`config.mk`:
```
export PLATFORM = sky130hd
export DESIGN_NAME = control_unit
export DESIGN_NICKNAME = d
export VERILOG_FILES = /design/src/rtl/control_unit.sv
export SDC_FILE = /design/constraint.sdc
export NUM_CORES = 1
export LEC_CHECK = 0
export CAP_MARGIN = 0
export CORE_ASPECT_RATIO = 0.7
export CORE_MARGIN = 1
export CORE_UTILIZATION = 41
export DETAILED_ROUTE_END_ITERATION = 10
export PLACE_DENSITY = 0.88
export SKIP_CTS_REPAIR_TIMING = 1
export SYNTH_ARGS = -nofsm -noshare
export SYNTH_HDL_FRONTEND = slang
export SYNTH_SLANG_ARGS = --single-unit
```
`constraint.sdc`:
```
create_clock -name clk -period 5.35 [get_ports clk]
set_input_delay 0.8025 -clock clk [delete_from_list [all_inputs] [get_ports clk]]
set_output_delay 0.8025 -clock clk [all_outputs]
set_load 0.05 [all_outputs]
```
`src/rtl/control_unit.sv`:
```
// control_unit: multicycle MIPS control FSM (fetch/decode/execute/mem/wb/exceptions)
// Ports: clk, reset (async, active-high); opcode/funct from IR; overflow/eq ALU flags;
// enables pcWrite..epcControl; mux selects iord, aluSrcA/B, srcWrite, srcData, pcSource;
// aluControl op; lsControl/ssControl size; excpControl cause vector; state for debug.
module control_unit (
  input  logic       clk,
  input  logic       reset,
  input  logic [5:0] opcode,
  input  logic [5:0] funct,
  input  logic       overflow,
  input  logic       eq,
  output logic       pcWrite,
  output logic       irWrite,
  output logic       regWrite,
  output logic       memWrite,
  output logic       memRegControl,
  output logic       aControl,
  output logic       bControl,
  output logic       aluOutControl,
  output logic       epcControl,
  output logic [1:0] iord,
  output logic [1:0] aluSrcA,
  output logic [1:0] aluSrcB,
  output logic [2:0] aluControl,
  output logic [2:0] srcWrite,
  output logic [3:0] srcData,
  output logic [2:0] pcSource,
  output logic [1:0] lsControl,
  output logic [1:0] ssControl,
  output logic [1:0] excpControl,
  output logic [4:0] state
);
  typedef enum logic [4:0] {
    RESET, FETCH0, FETCH1, FETCH2, DECODE, R_EXEC, R_WB, ADDI_EXEC, ADDI_WB,
    MEM_ADDR, LW0, LW1, LW2, LW3, SW0, BRANCH, JUMP, EXC0, EXC1, EXC2, EXC3, EXC4
  } state_t;
  state_t cur, nxt;
  logic excCause, nxtCause;
  logic rAdd, rSub, rAnd;
  assign rAdd = funct == 6'h20;
  assign rSub = funct == 6'h22;
  assign rAnd = funct == 6'h24;
  assign state = cur;
  // cause is captured only on entry to EXC0 so it holds through the vector fetch
  always_ff @(posedge clk or posedge reset) begin
    if (reset) begin
      cur      <= RESET;
      excCause <= 1'b0;
    end else begin
      cur <= nxt;
      if (nxt == EXC0) excCause <= nxtCause;
    end
  end
  always_comb begin
    nxt = cur;
    nxtCause = 1'b0;
    pcWrite = 1'b0;
    irWrite = 1'b0;
    regWrite = 1'b0;
    memWrite = 1'b0;
    memRegControl = 1'b0;
    aControl = 1'b0;
    bControl = 1'b0;
    aluOutControl = 1'b0;
    epcControl = 1'b0;
    iord = 2'd0;
    aluSrcA = 2'd0;
    aluSrcB = 2'd0;
    aluControl = 3'd0;
    srcWrite = 3'd0;
    srcData = 4'd0;
    pcSource = 3'd0;
    lsControl = 2'd0;
    ssControl = 2'd0;
    excpControl = 2'd0;
    case (cur)
      RESET: begin
        regWrite = 1'b1;
        srcWrite = 3'd2;
        srcData = 4'd8;
        nxt = FETCH0;
      end
      FETCH0: begin
        aluSrcB = 2'd1;
        aluControl = 3'b001;
        pcWrite = 1'b1;
        nxt = FETCH1;
      end
      FETCH1: nxt = FETCH2;
      FETCH2: begin
        irWrite = 1'b1;
        nxt = DECODE;
      end
      DECODE: begin
        aControl = 1'b1;
        bControl = 1'b1;
        aluSrcB = 2'd3;
        aluControl = 3'b001;
        aluOutControl = 1'b1;
        case (opcode)
          6'h00: nxt = R_EXEC;
          6'h08: nxt = ADDI_EXEC;
          6'h23, 6'h2B: nxt = MEM_ADDR;
          6'h04, 6'h05: nxt = BRANCH;
          6'h02: nxt = JUMP;
          default: nxt = EXC0;
        endcase
      end
      R_EXEC: begin
        aluSrcA = 2'd1;
        aluOutControl = 1'b1;
        aluControl = rAdd ? 3'b001 : rSub ? 3'b010 : rAnd ? 3'b011 : 3'b000;
        nxtCause = rAdd | rSub;
        // and never overflows; unknown funct reports invalid instruction
        nxt = (!(rAdd | rSub | rAnd) || (overflow && !rAnd)) ? EXC0 : R_WB;
      end
      R_WB: begin
        regWrite = 1'b1;
        srcWrite = 3'd1;
        nxt = FETCH0;
      end
      ADDI_EXEC, MEM_ADDR: begin
        aluSrcA = 2'd1;
        aluSrcB = 2'd2;
        aluControl = 3'b001;
        aluOutControl = 1'b1;
        nxtCause = 1'b1;
        nxt = cur == MEM_ADDR ? (opcode == 6'h23 ? LW0 : SW0) : overflow ? EXC0 : ADDI_WB;
      end
      ADDI_WB: begin
        regWrite = 1'b1;
        nxt = FETCH0;
      end
      LW0: begin
        iord = 2'd1;
        nxt = LW1;
      end
      LW1: nxt = LW2;
      LW2: begin
        memRegControl = 1'b1;
        nxt = LW3;
      end
      LW3: begin
        regWrite = 1'b1;
        srcData = 4'd1;
        nxt = FETCH0;
      end
      SW0: begin
        iord = 2'd1;
        memWrite = 1'b1;
        nxt = FETCH0;
      end
      BRANCH: begin
        aluSrcA = 2'd1;
        aluControl = 3'b111;
        pcSource = 3'd1;
        pcWrite = opcode == 6'h04 ? eq : !eq;
        nxt = FETCH0;
      end
      JUMP: begin
        pcSource = 3'd2;
        pcWrite = 1'b1;
        nxt = FETCH0;
      end
      EXC0: begin
        aluSrcB = 2'd1;
        aluControl = 3'b010;
        epcControl = 1'b1;
        nxt = EXC1;
      end
      EXC1: begin
        iord = 2'd2;
        excpControl = {1'b0, excCause};
        nxt = EXC2;
      end
      EXC2: nxt = EXC3;
      EXC3: begin
        memRegControl = 1'b1;
        nxt = EXC4;
      end
      EXC4: begin
        pcSource = 3'd5;
        lsControl = 2'd2;
        pcWrite = 1'b1;
        nxt = FETCH0;
      end
      default: nxt = RESET;
    endcase
  end
endmodule

```
# Word-level counts from Yosys, hierarchy flattened
# Index checks and enable logic that the tools add are counted.
[op_classes]
n_eq_ne = 31
mux = 28
n_bitwise = 2
reduce_logical = 19
[op_table]
columns = ["operator", "n"]
rows = [
  ["5-bit one-hot mux with 14 select lines", 1],
  ["5-bit by 4-bit equality test with 1-bit output, second input constant", 8],
  ["5-bit equality test, second input constant", 7],
  ["6-bit equality test, second input constant", 5],
  ["5-bit one-hot mux with 5 select lines", 1],
  ["5-bit by 3-bit equality test with 1-bit output, second input constant", 4],
  ["4-bit OR reduction", 4],
  ["5-bit two-way mux", 3],
  ["6-bit by 3-bit equality test with 1-bit output, second input constant", 2],
  ["3-bit one-hot mux with 4 select lines", 1],
  ["2-bit OR reduction", 6],
  ["5-bit by 2-bit equality test with 1-bit output, second input constant", 2],
  ["1-bit two-way mux", 10],
  ["3-bit one-hot mux with 3 select lines", 1],
  ["2-bit two-way mux", 4],
  ["2-bit one-hot mux with 2 select lines", 2],
  ["4-bit one-hot mux with 2 select lines", 1],
  ["8-bit OR reduction", 1],
  ["6-bit by 2-bit equality test with 1-bit output, second input constant", 1],
  ["6-bit by 4-bit equality test with 1-bit output, second input constant", 1],
  ["6-bit zero test", 1],
  ["2-bit one-hot mux with 3 select lines", 1],
  ["5-bit by 1-bit equality test with 1-bit output, second input constant", 1],
  ["5-bit zero test", 1],
  ["7 further kinds", 11],
]
[totals]
register_bits = 6
in_bits = 16
wordCells = 82

# Longest topological paths before layout
# Gate-level depths: netlist of the first run.
[depth]
depth_word = 8
depth_mapped = 9

# Worst setup path before layout of the first run
# Ideal clock, no wire load.
[synth_path]
kind = "register to output"
start = "reg cur[1], in the netlist state[1]"
end = "out excpControl[0]"
arrival_ns = 3.512
required_time_ns = 4.548
slack_ns = 1.036
path_stages_with_launch = 6
n_path_buf = 2
path_cell_list = "dfrtp_1 > buf_2 > buf_1 > inv_1 > nor4_1 > and2_1"
[synth_between]
elab_chain_len = 2
[synth_rtl]
columns = ["item", "line", "source"]
rows = [
  ["start: declaration", "37", "state_t cur, nxt;"],
  ["start signal: assignment", "50", "cur <= nxt;"],
  ["5-bit equality test", "76", "case (cur)"],
  ["1-bit two-way mux", "76", ""],
  ["end: declaration", "30", "output logic [1:0] excpControl,"],
]
# No other way between the ends.

# Worst setup path after layout of the first run
[layout_path]
start = "in opcode[5]"
end = "out pcWrite"
[layout_between]
elab_chain_len = 3
[layout_rtl]
columns = ["item", "line", "source"]
rows = [
  ["start: declaration", "8", "input logic [5:0] opcode,"],
  ["6-bit by 3-bit equality test with 1-bit output", "157", "pcWrite = opcode == 6'h04 ? eq : !eq;"],
  ["1-bit two-way mux", "157", ""],
  ["1-bit one-hot mux with 2 select lines", "76", ""],
  ["end: declaration", "12", "output logic pcWrite,"],
]
# No other way between the ends.

==> flow_summary.yaml, run 1 <==
grt:
  grt_usage_pct: 24.47
  grt_pass1_wl_mm: 4.692
  grt_pass1_vias: 1038
  grt_max_degree: 25
  overflow: 0
  antenna_found_initial: 0
timing:
  rsz0062_at_grt: "false"
  post-route-min-period_ns: 3.802
  post-route-period-util_pct: 71.06
  max_freq_mhz: 263.0
  fin_skew_ns: 0.001373
  setup_viol: 0
  hold_viol: 0
  relSlewSlack_pct: 53.94
  worst_slew_pin_slew_ns: 0.6909
  tns_ns: 0
  holdWs_ns: 0.4835
  drv_slew: 0
floorplan:
  die_area_um2: 2563
  dieWidth_um: 60.09
  rows: 14
  initial_core_util_pct: 44.23
  core-area_um2: 2190
  ios: 55
  die_y_um: 42.66
setup_path:
  reg2reg_from: "state[2]$_DFF_PP0_"
  r2r_cells: 6
  critical-path-max-stage-delay_ns: 0.86
  critPathSlowestCell: "clkdlybuf4s50_1"
  crit_path_start_kind: "input pin"
  cp.arrival_ns: 3.00
  end_kind: "output pin"
  cp_max_fo: 4
  crit_start: "opcode[5]"
  crit_path_cell_trace: "clkdlybuf4s50_1 > or3_1 > nor3_1 > xor2_1 > o32ai_1 > clkdlybuf4s50_1"
  critical_path_class: "in2out"
  crit_required_ns: 4.55
  cpMostUsedCell: "clkdlybuf4s50_1"
drt:
  drt_first_pass_iters: 4
  via_count: 1198
  viasPerCell: 5.760
  routedWlPerCell_um: 14.54
  routed_wl_mm: 3.024
  drcViolationCount: 0
  postRouteAntennaNets: 0
  drtIter0Drc: 96
synth:
  synth_area_um2: 968.4
  synth_seq_area_share_pct: 15.50
  async_flop_share_pct: 100.0
  netlist_instances: 141
  synth_edf_count: 0
  synth-seq-cells: 6
  ys_types: 47
  syn_area_per_cell_um2: 6.868
  ys.flop_type: "dfrtp_1"
  yosysWarnings: 0
clock_network:
  cts_tree: "built"
  cts_buffers: 3
  clock_latency_ns: 0.25
  clockBufferDepth: 2
  cts-root-buf: "clkbuf_4"
  cts_num_sinks: 6
  cts.htree.levels: 1
  clk_pin_slew_worst_paths_ns: 0.04
place:
  gp_congestion: 0.9055
  numPortBuffers: 46
  dpl_cell_area_um2: 1363
  dpl.hpwl_mm: 2.346
hold_path:
  worstHoldPathCells: 1
  worst_hold_path_type: "reg2reg"
  hold_path.startpoint: "excCause$_DFFE_PP0N_"
layout:
  final_area_um2: 1385
  area_delta_synth_final_pct: 43.02
  finalNetCount: 194
  fin_util_pct: 63.26
  antenna_cells: 0
  final_common_cell: "clkdlybuf4s50_1"
  drive_gt1_share_pct: 5.114
  final_cell_mix: "clkdlybuf4s50_1 (46), nand2_1 (14), nor3_1 (12), nor2_1 (12), o21ai_0 (9)"
pwr:
  sw_frac_of_total_pct: 63.22
  internal_power_uw: 330.5
  comb_power_share_pct: 79.0
  power_frac_seq_pct: 16.3
  p_leak_nw: 0.5321
  p_sw_uw: 567.9
  pwr-share-clk_pct: 4.7
  vdd_drop_max_mv: 0.2578
  p_per_area_nw_per_um2: 648.6
outcome:
  status: "finished clean"
job:
  cap_violations: 0
==> power by group through the flow <==
| stage | Sequential, mW | Clock (mW) | Combinational, mW |
|---|---|---|---|
| after floorplan | 0.131 | 0 | 0.530 |
| after global placement | 0.143 | 0 | 0.690 |
| after detailed placement | 0.144 | 0 | 0.702 |
| after CTS | 0.144 | 0.0425 | 0.706 |
| after global routing | 0.153 | 0.0472 | 0.745 |
| final | 0.146 | 0.0418 | 0.710 |
==> sequential cells by signal (all words and copies together), names as in the netlist <==
register and cells:
state 5, excCause 1
==> through the flow <==
stage | setup slack [ns] | cells | power (mW)
after floorplan | 1.036 | 148 | 0.6614
after global placement | 1.590 | 205 | 0.8333
after detailed placement | 1.570 | 205 | 0.8466
after CTS | 1.572 | 208 | 0.8926
after global routing | 1.476 | 208 | 0.9459
final | 1.548 | 208 | 0.8984
==> metal layers <==
| layer | vias to the layer above | track usage, % | share of wire (%) |
|---|---|---|---|
| met2 | 87 | 37.56 | 47 |
| li1 | 559 | - | - |
| met5 | - | 0 | 0 |
| met1 | 546 | 34.08 | 43 |
| met4 | 0 | 8.837 | 1.6 |
| met3 | 6 | 4.268 | 8.1 |
==> cell usage after synthesis (4+ instances only) <==
cell      count  area (um2)
inv_1         7       26.28
buf_4        11       82.58
nand2b_1      4       25.02
o21ai_0       9       45.04
nor3_1       12       60.06
buf_2         4       20.02
a21oi_1       6       30.03
nand2_1      14       52.55
dfrtp_1       6       150.1
nor2_1       12       45.04
==> cells by family (layout without fill, tap and decap cells) <==
kind of cell | count (synthesis) | count (layout) | synth area share (%)
and+or+nand+nor | 68 | 68 | 39.28
AOI/OAI and AO/OA | 29 | 29 | 19.64
buffers and inverters | 28 | 56 | 16.41
DFF | 6 | 6 | 15.50
xor gates and xnor gates | 5 | 5 | 4.523
muxes | 4 | 4 | 4.264
other | 1 | 8 | 0.3872
==> path summary, 6_finish.rpt <==
check	end	slack (ns)
max in group asynchronous	excCause$_DFFE_PP0N_	4.39
setup reg to reg	excCause$_DFFE_PP0N_	2.55
min in group asynchronous	state[4]$_DFF_PP0_	0.77
setup / recovery	pcWrite	1.55
hold reg to reg	excCause$_DFFE_PP0N_	0.48
hold / removal	excCause$_DFFE_PP0N_	0.48
==> critical path: cells and delay by family <==
kind | cells | cell delay (ns)
XOR/XNOR | 1 | 0.10
AO/OA/AOI/OAI | 1 | 0.13
AND/OR/NAND/NOR | 2 | 0.63
buffers and inverters | 2 | 1.32
==> cell type report <==
| cell class | instances | area, um2 |
|---|---|---|
| clock buffers | 3 | 22.52 |
| fillers | 212 | 804.5 |
| inverters | 7 | 26.28 |
| multi-input cells | 114 | 685.7 |
| flip-flops and latches | 6 | 150.1 |
| well taps | 32 | 40.04 |
| repair buffers | 46 | 460.4 |
Note: power is estimated with default switching activity, not from simulation.
==> run 2, diff against run 1 <==
Settings changed: CORE_UTILIZATION 41 to 38, PLACE_DENSITY 0.88 to 0.83.
Clock period 5.35 ns to 3.7 ns, I/O delays scaled along.
==> run 2 against run 1 <==
Net effect: total power rose by 47%; design area is 1.5% higher; first-iteration DRC count rose by 19%.
==> flow_summary.yaml, run 2 (synthesis gave the netlist of run 1 again) <==
timing:
  max_freq_mhz: 304.4
  drv_slew: 0
  setup_viol: 0
  worst_slew_pin_slew_ns: 0.6783
  tns_ns: 0
  layout_setup_ws_ns: 0.4151
  relSlewSlack_pct: 54.78
  post-route-min-period_ns: 3.285
  hold_viol: 0
  rsz0062_at_grt: "false"
  post-route-period-util_pct: 88.78
  fin_skew_ns: 0.008711
hold_path:
  worst_hold_path_type: "reg2reg"
drt:
  highest_layer: "met4"
  drcViolationCount: 0
  routed_wl_mm: 2.965
  wl_met2_mm: 1.353
  drtIter0Drc: 114
  met3_wirelength_um: 255
  drt_first_pass_iters: 4
  viasPerCell: 5.543
  postRouteAntennaNets: 0
  via_count: 1164
  met1_length_mm: 1.339
  routedWlPerCell_um: 14.12
floorplan:
  ios: 55
  rows: 14
  die_area_um2: 2758
  initial_core_util_pct: 42.53
  core-area_um2: 2277
  die_y_um: 44.24
  dieWidth_um: 62.34
layout:
  area_delta_synth_final_pct: 45.22
  drive_gt1_share_pct: 6.742
  antenna_cells: 0
  final_cell_mix: "clkdlybuf4s50_1 (46), nand2_1 (14), nor3_1 (12), nor2_1 (12), o21ai_0 (9)"
  final_common_cell: "clkdlybuf4s50_1"
  finalNetCount: 196
  fillers: 222
  largest_reg_flops: 5
place:
  dpl.hpwl_mm: 2.303
  gp_congestion: 0.8923
  numPortBuffers: 46
  pre_cts_ws_ns: 0.4197
clock_network:
  cts.htree.levels: 1
  clk_pin_slew_worst_paths_ns: 0.05
  clock_latency_ns: 0.25
  cts_buffers: 3
  cts-root-buf: "clkbuf_4"
  cts_num_sinks: 6
  clockBufferDepth: 2
  cts_tree: "built"
setup_path:
  crit_required_ns: 3.14
  cp_max_fo: 20
  crit_path_start_kind: "flop"
  critical_path_class: "reg2out"
  end_kind: "output pin"
  cp.arrival_ns: 2.73
pwr:
  p_leak_nw: 0.5425
  power_mw: 1.320
  vdd_drop_max_mv: 0.3652
  p_per_area_nw_per_um2: 938.9
grt:
  grt_max_degree: 21
  antenna_found_initial: 0
  grt_usage_pct: 21.10
  grt_pass1_wl_mm: 4.588
  overflow: 0
  grt_pass1_vias: 995
outcome:
  status: "finished clean"
job:
  cap_violations: 0
[run 2: cell types whose count changed in the layout (fill, tap and decap cells not counted), sizes merged]
cell / before / now
buf: 0 / 2
[run 2: report_power, final]
group | internal (mW) | total [mW] | switching [mW]
registers | 0.0932 | 0.175 | 0.0814
clock network | 0.0369 | 0.0639 | 0.0270
logic | 0.361 | 1.08 | 0.721
total | 0.491 | 1.32 | 0.829
[run 2: worst paths after layout]
| kind | slack [ns] | from | to | cells past startpoint |
|---|---|---|---|---|
| worst min-delay path | 0.48 | excCause$_DFFE_PP0N_ | excCause$_DFFE_PP0N_ | 1 |
| worst max-delay path | 0.42 | state[4]$_DFF_PP0_ | aluControl[1] | 6 |
| min in group asynchronous | 0.52 | reset | state[1]$_DFF_PP0_ | 2 |
| worst min register to register | 0.48 | excCause$_DFFE_PP0N_ | excCause$_DFFE_PP0N_ | 1 |
| worst max register to register | 1.04 | state[4]$_DFF_PP0_ | excCause$_DFFE_PP0N_ | 6 |
| max in group asynchronous | 2.98 | reset | excCause$_DFFE_PP0N_ | 2 |
[run 2: final cells by class]
class / count / area [um2] / area share (%)
timing repair buffer: 48 / 475.5 / 33.81
clock buffer: 3 / 22.52 / 1.601
sequential: 6 / 150.1 / 10.68
multi-input combinational: 114 / 691.9 / 49.20
inverter: 7 / 26.28 / 1.868
tap: 32 / 40.04 / 2.847
[run 2: critical path: stages (launching register included)]
cell and delay (ns):
dfrtp_1 0.77, inv_1 0.23, nand2_1 0.16, or3_1 0.19
inv_1 0.07, or3_1 0.34, clkdlybuf4s50_1 0.70
[run 2: metrics by stage]
step                instances  area [um2]  utilization, %  hold slack (ns)
floorplan                 148        1001               -           0.3460
global placement          207        1384           60.77           0.4641
detailed placement        207        1384           60.77           0.4714
CTS                       210        1406           61.76           0.4817
global route              210        1406           61.76           0.4982
finish                    210        1406           61.76           0.4800
[run 2: metal layers]
| layer | vias to the layer above | global-route usage (%) |
|---|---|---|
| met2 | 63 | 35.16 |
| met5 | - | 0 |
| met1 | 536 | 29.81 |
| met4 | 0 | 5.116 |
| met3 | 2 | 2.062 |
| li1 | 563 | - |
==> run 3, diff against run 2 <==
Settings changed: CORE_MARGIN 1 to 5, SLEW_MARGIN set to 20.
==> run 3 against run 2 <==
Net effect: die area increased by 33%; global-route usage decreased by 5.4 points; via count decreased by 0.69%; fmax increased by 0.73%; critical path depth unchanged; non-clock buffer count unchanged; register-to-register slack about the same; sequential power increased by 5%; flip-flop and latch count unchanged; design area increased by 1.5%; critical path type is now in2out.
==> flow_summary.yaml, run 3 (synthesis gave the netlist of run 1 again) <==
pwr:
  comb_power_share_pct: 79.3
  vdd_drop_max_mv: 0.3416
  p_leak_nw: 0.5503
  power_frac_seq_pct: 13.5
  p_per_area_nw_per_um2: 945.9
  p_sw_uw: 826.0
  sw_frac_of_total_pct: 61.17
  pwr-share-clk_pct: 7.2
  internal_power_uw: 524.4
setup_path:
  cpMostUsedCell: "clkdlybuf4s50_1"
  critical-path-max-stage-delay_ns: 0.85
  end_kind: "output pin"
  critical_path_class: "in2out"
  crit_path_start_kind: "input pin"
  cp.arrival_ns: 2.71
  cp_max_fo: 4
  worst_path_dominant_cell_family: "buffers and inverters"
  critPathSlowestCell: "clkdlybuf4s50_1"
  crit_path_cell_trace: "clkdlybuf4s50_1 > or3_1 > nor3_1 > xor2_1 > o32ai_1 > clkdlybuf4s50_1"
  crit_buf_inv: 2
  crit_required_ns: 3.14
layout:
  antenna_cells: 0
  final_common_cell: "clkdlybuf4s50_1"
  ff_latch_area_um2: 150.1
  fillers: 235
  drive_gt1_share_pct: 6.742
  fin_util_pct: 58.07
  area_delta_synth_final_pct: 47.42
  finalNetCount: 196
  multi_input_comb_area_um2: 691.9
  final_cell_mix: "clkdlybuf4s50_1 (46), nand2_1 (14), nor3_1 (12), nor2_1 (12), o21ai_0 (9)"
  largest_reg_flops: 5
floorplan:
  rows: 15
  dieWidth_um: 70.34
  core-area_um2: 2459
  die_area_um2: 3674
  die_y_um: 52.24
  initial_core_util_pct: 39.39
  ios: 55
drt:
  drt_first_pass_iters: 5
  routedWlPerCell_um: 14.29
  via_count: 1156
  postRouteAntennaNets: 0
  drtIter0Drc: 144
  viasPerCell: 5.453
  routed_wl_mm: 3.030
  drcViolationCount: 0
clock_network:
  cts_tree: "built"
  cts-root-buf: "clkbuf_8"
  cts_buffers: 3
  clk_pin_slew_worst_paths_ns: 0.04
  clock_latency_ns: 0.22
  clockBufferDepth: 2
  cts_num_sinks: 6
  cts.htree.levels: 1
place:
  dpl.hpwl_mm: 2.404
  numPortBuffers: 46
  gp_congestion: 0.9207
timing:
  rsz0062_at_grt: "false"
  post-route-min-period_ns: 3.261
  post-route-period-util_pct: 88.14
  max_freq_mhz: 306.7
  relSlewSlack_pct: 56.08
  worst_slew_pin_slew_ns: 0.6587
  setup_viol: 0
  holdWs_ns: 0.4920
  drv_slew: 0
  fin_skew_ns: 0.001933
  hold_viol: 0
  tns_ns: 0
outcome:
  status: "finished clean"
grt:
  grt_usage_pct: 15.71
  grt_pass1_vias: 1009
  grt_pass1_wl_mm: 4.636
  grt_max_degree: 21
  overflow: 0
  antenna_found_initial: 0
hold_path:
  worst_hold_path_type: "reg2reg"
job:
  cap_violations: 0
-- run 3: cell counts in the layout (fill, tap and decap cells not counted) --
No cell type changed its count.
-- run 3: metrics by stage --
stage | std cells | power (mW) | setup slack, ns | area, um2
floorplan | 148 | 0.9604 | 0.06086 | 1001
global placement | 209 | 1.237 | 0.4455 | 1386
global route | 212 | 1.425 | 0.2584 | 1428
finish | 212 | 1.350 | 0.4390 | 1428
detailed placement | 209 | 1.246 | 0.4348 | 1386
CTS | 212 | 1.346 | 0.4111 | 1428
-- run 3: layer usage --
metal	GRT usage [%]	part of all wire, %
met1	20.92	42
met2	25.00	47
met3	5.172	11
met4	2.866	0.40
met5	0	0
-- run 3: path summary, 6_finish.rpt --
kind	from	endpoint	cells after the start	slack (ns)
worst max-delay path	opcode[1]	pcWrite	6	0.44
worst min-delay path	excCause$_DFFE_PP0N_	excCause$_DFFE_PP0N_	1	0.49
worst max register to register	state[4]$_DFF_PP0_	excCause$_DFFE_PP0N_	6	1.03
worst min register to register	excCause$_DFFE_PP0N_	excCause$_DFFE_PP0N_	1	0.49
max in group asynchronous	reset	state[4]$_DFF_PP0_	2	2.98
min in group asynchronous	reset	state[3]$_DFF_PP0_	2	0.55
-- run 3: cell type report --
type,instances,area share (%)
Inverter,7,1.840
Sequential cell,6,10.52
Tap cell,34,2.980
Timing Repair Buffer,48,33.30
Clock buffer,3,2.892
Multi-Input combinational cell,114,48.47
-- run 3: power by group through the flow --
stage                     Clock, mW  Sequential [mW]  Combinational (mW)
final                        0.0968            0.183                1.07
after floorplan                   0            0.190               0.771
after global placement            0            0.178                1.06
after global routing          0.103            0.192                1.13
after detailed placement          0            0.181                1.06
after CTS                    0.0980            0.180                1.07
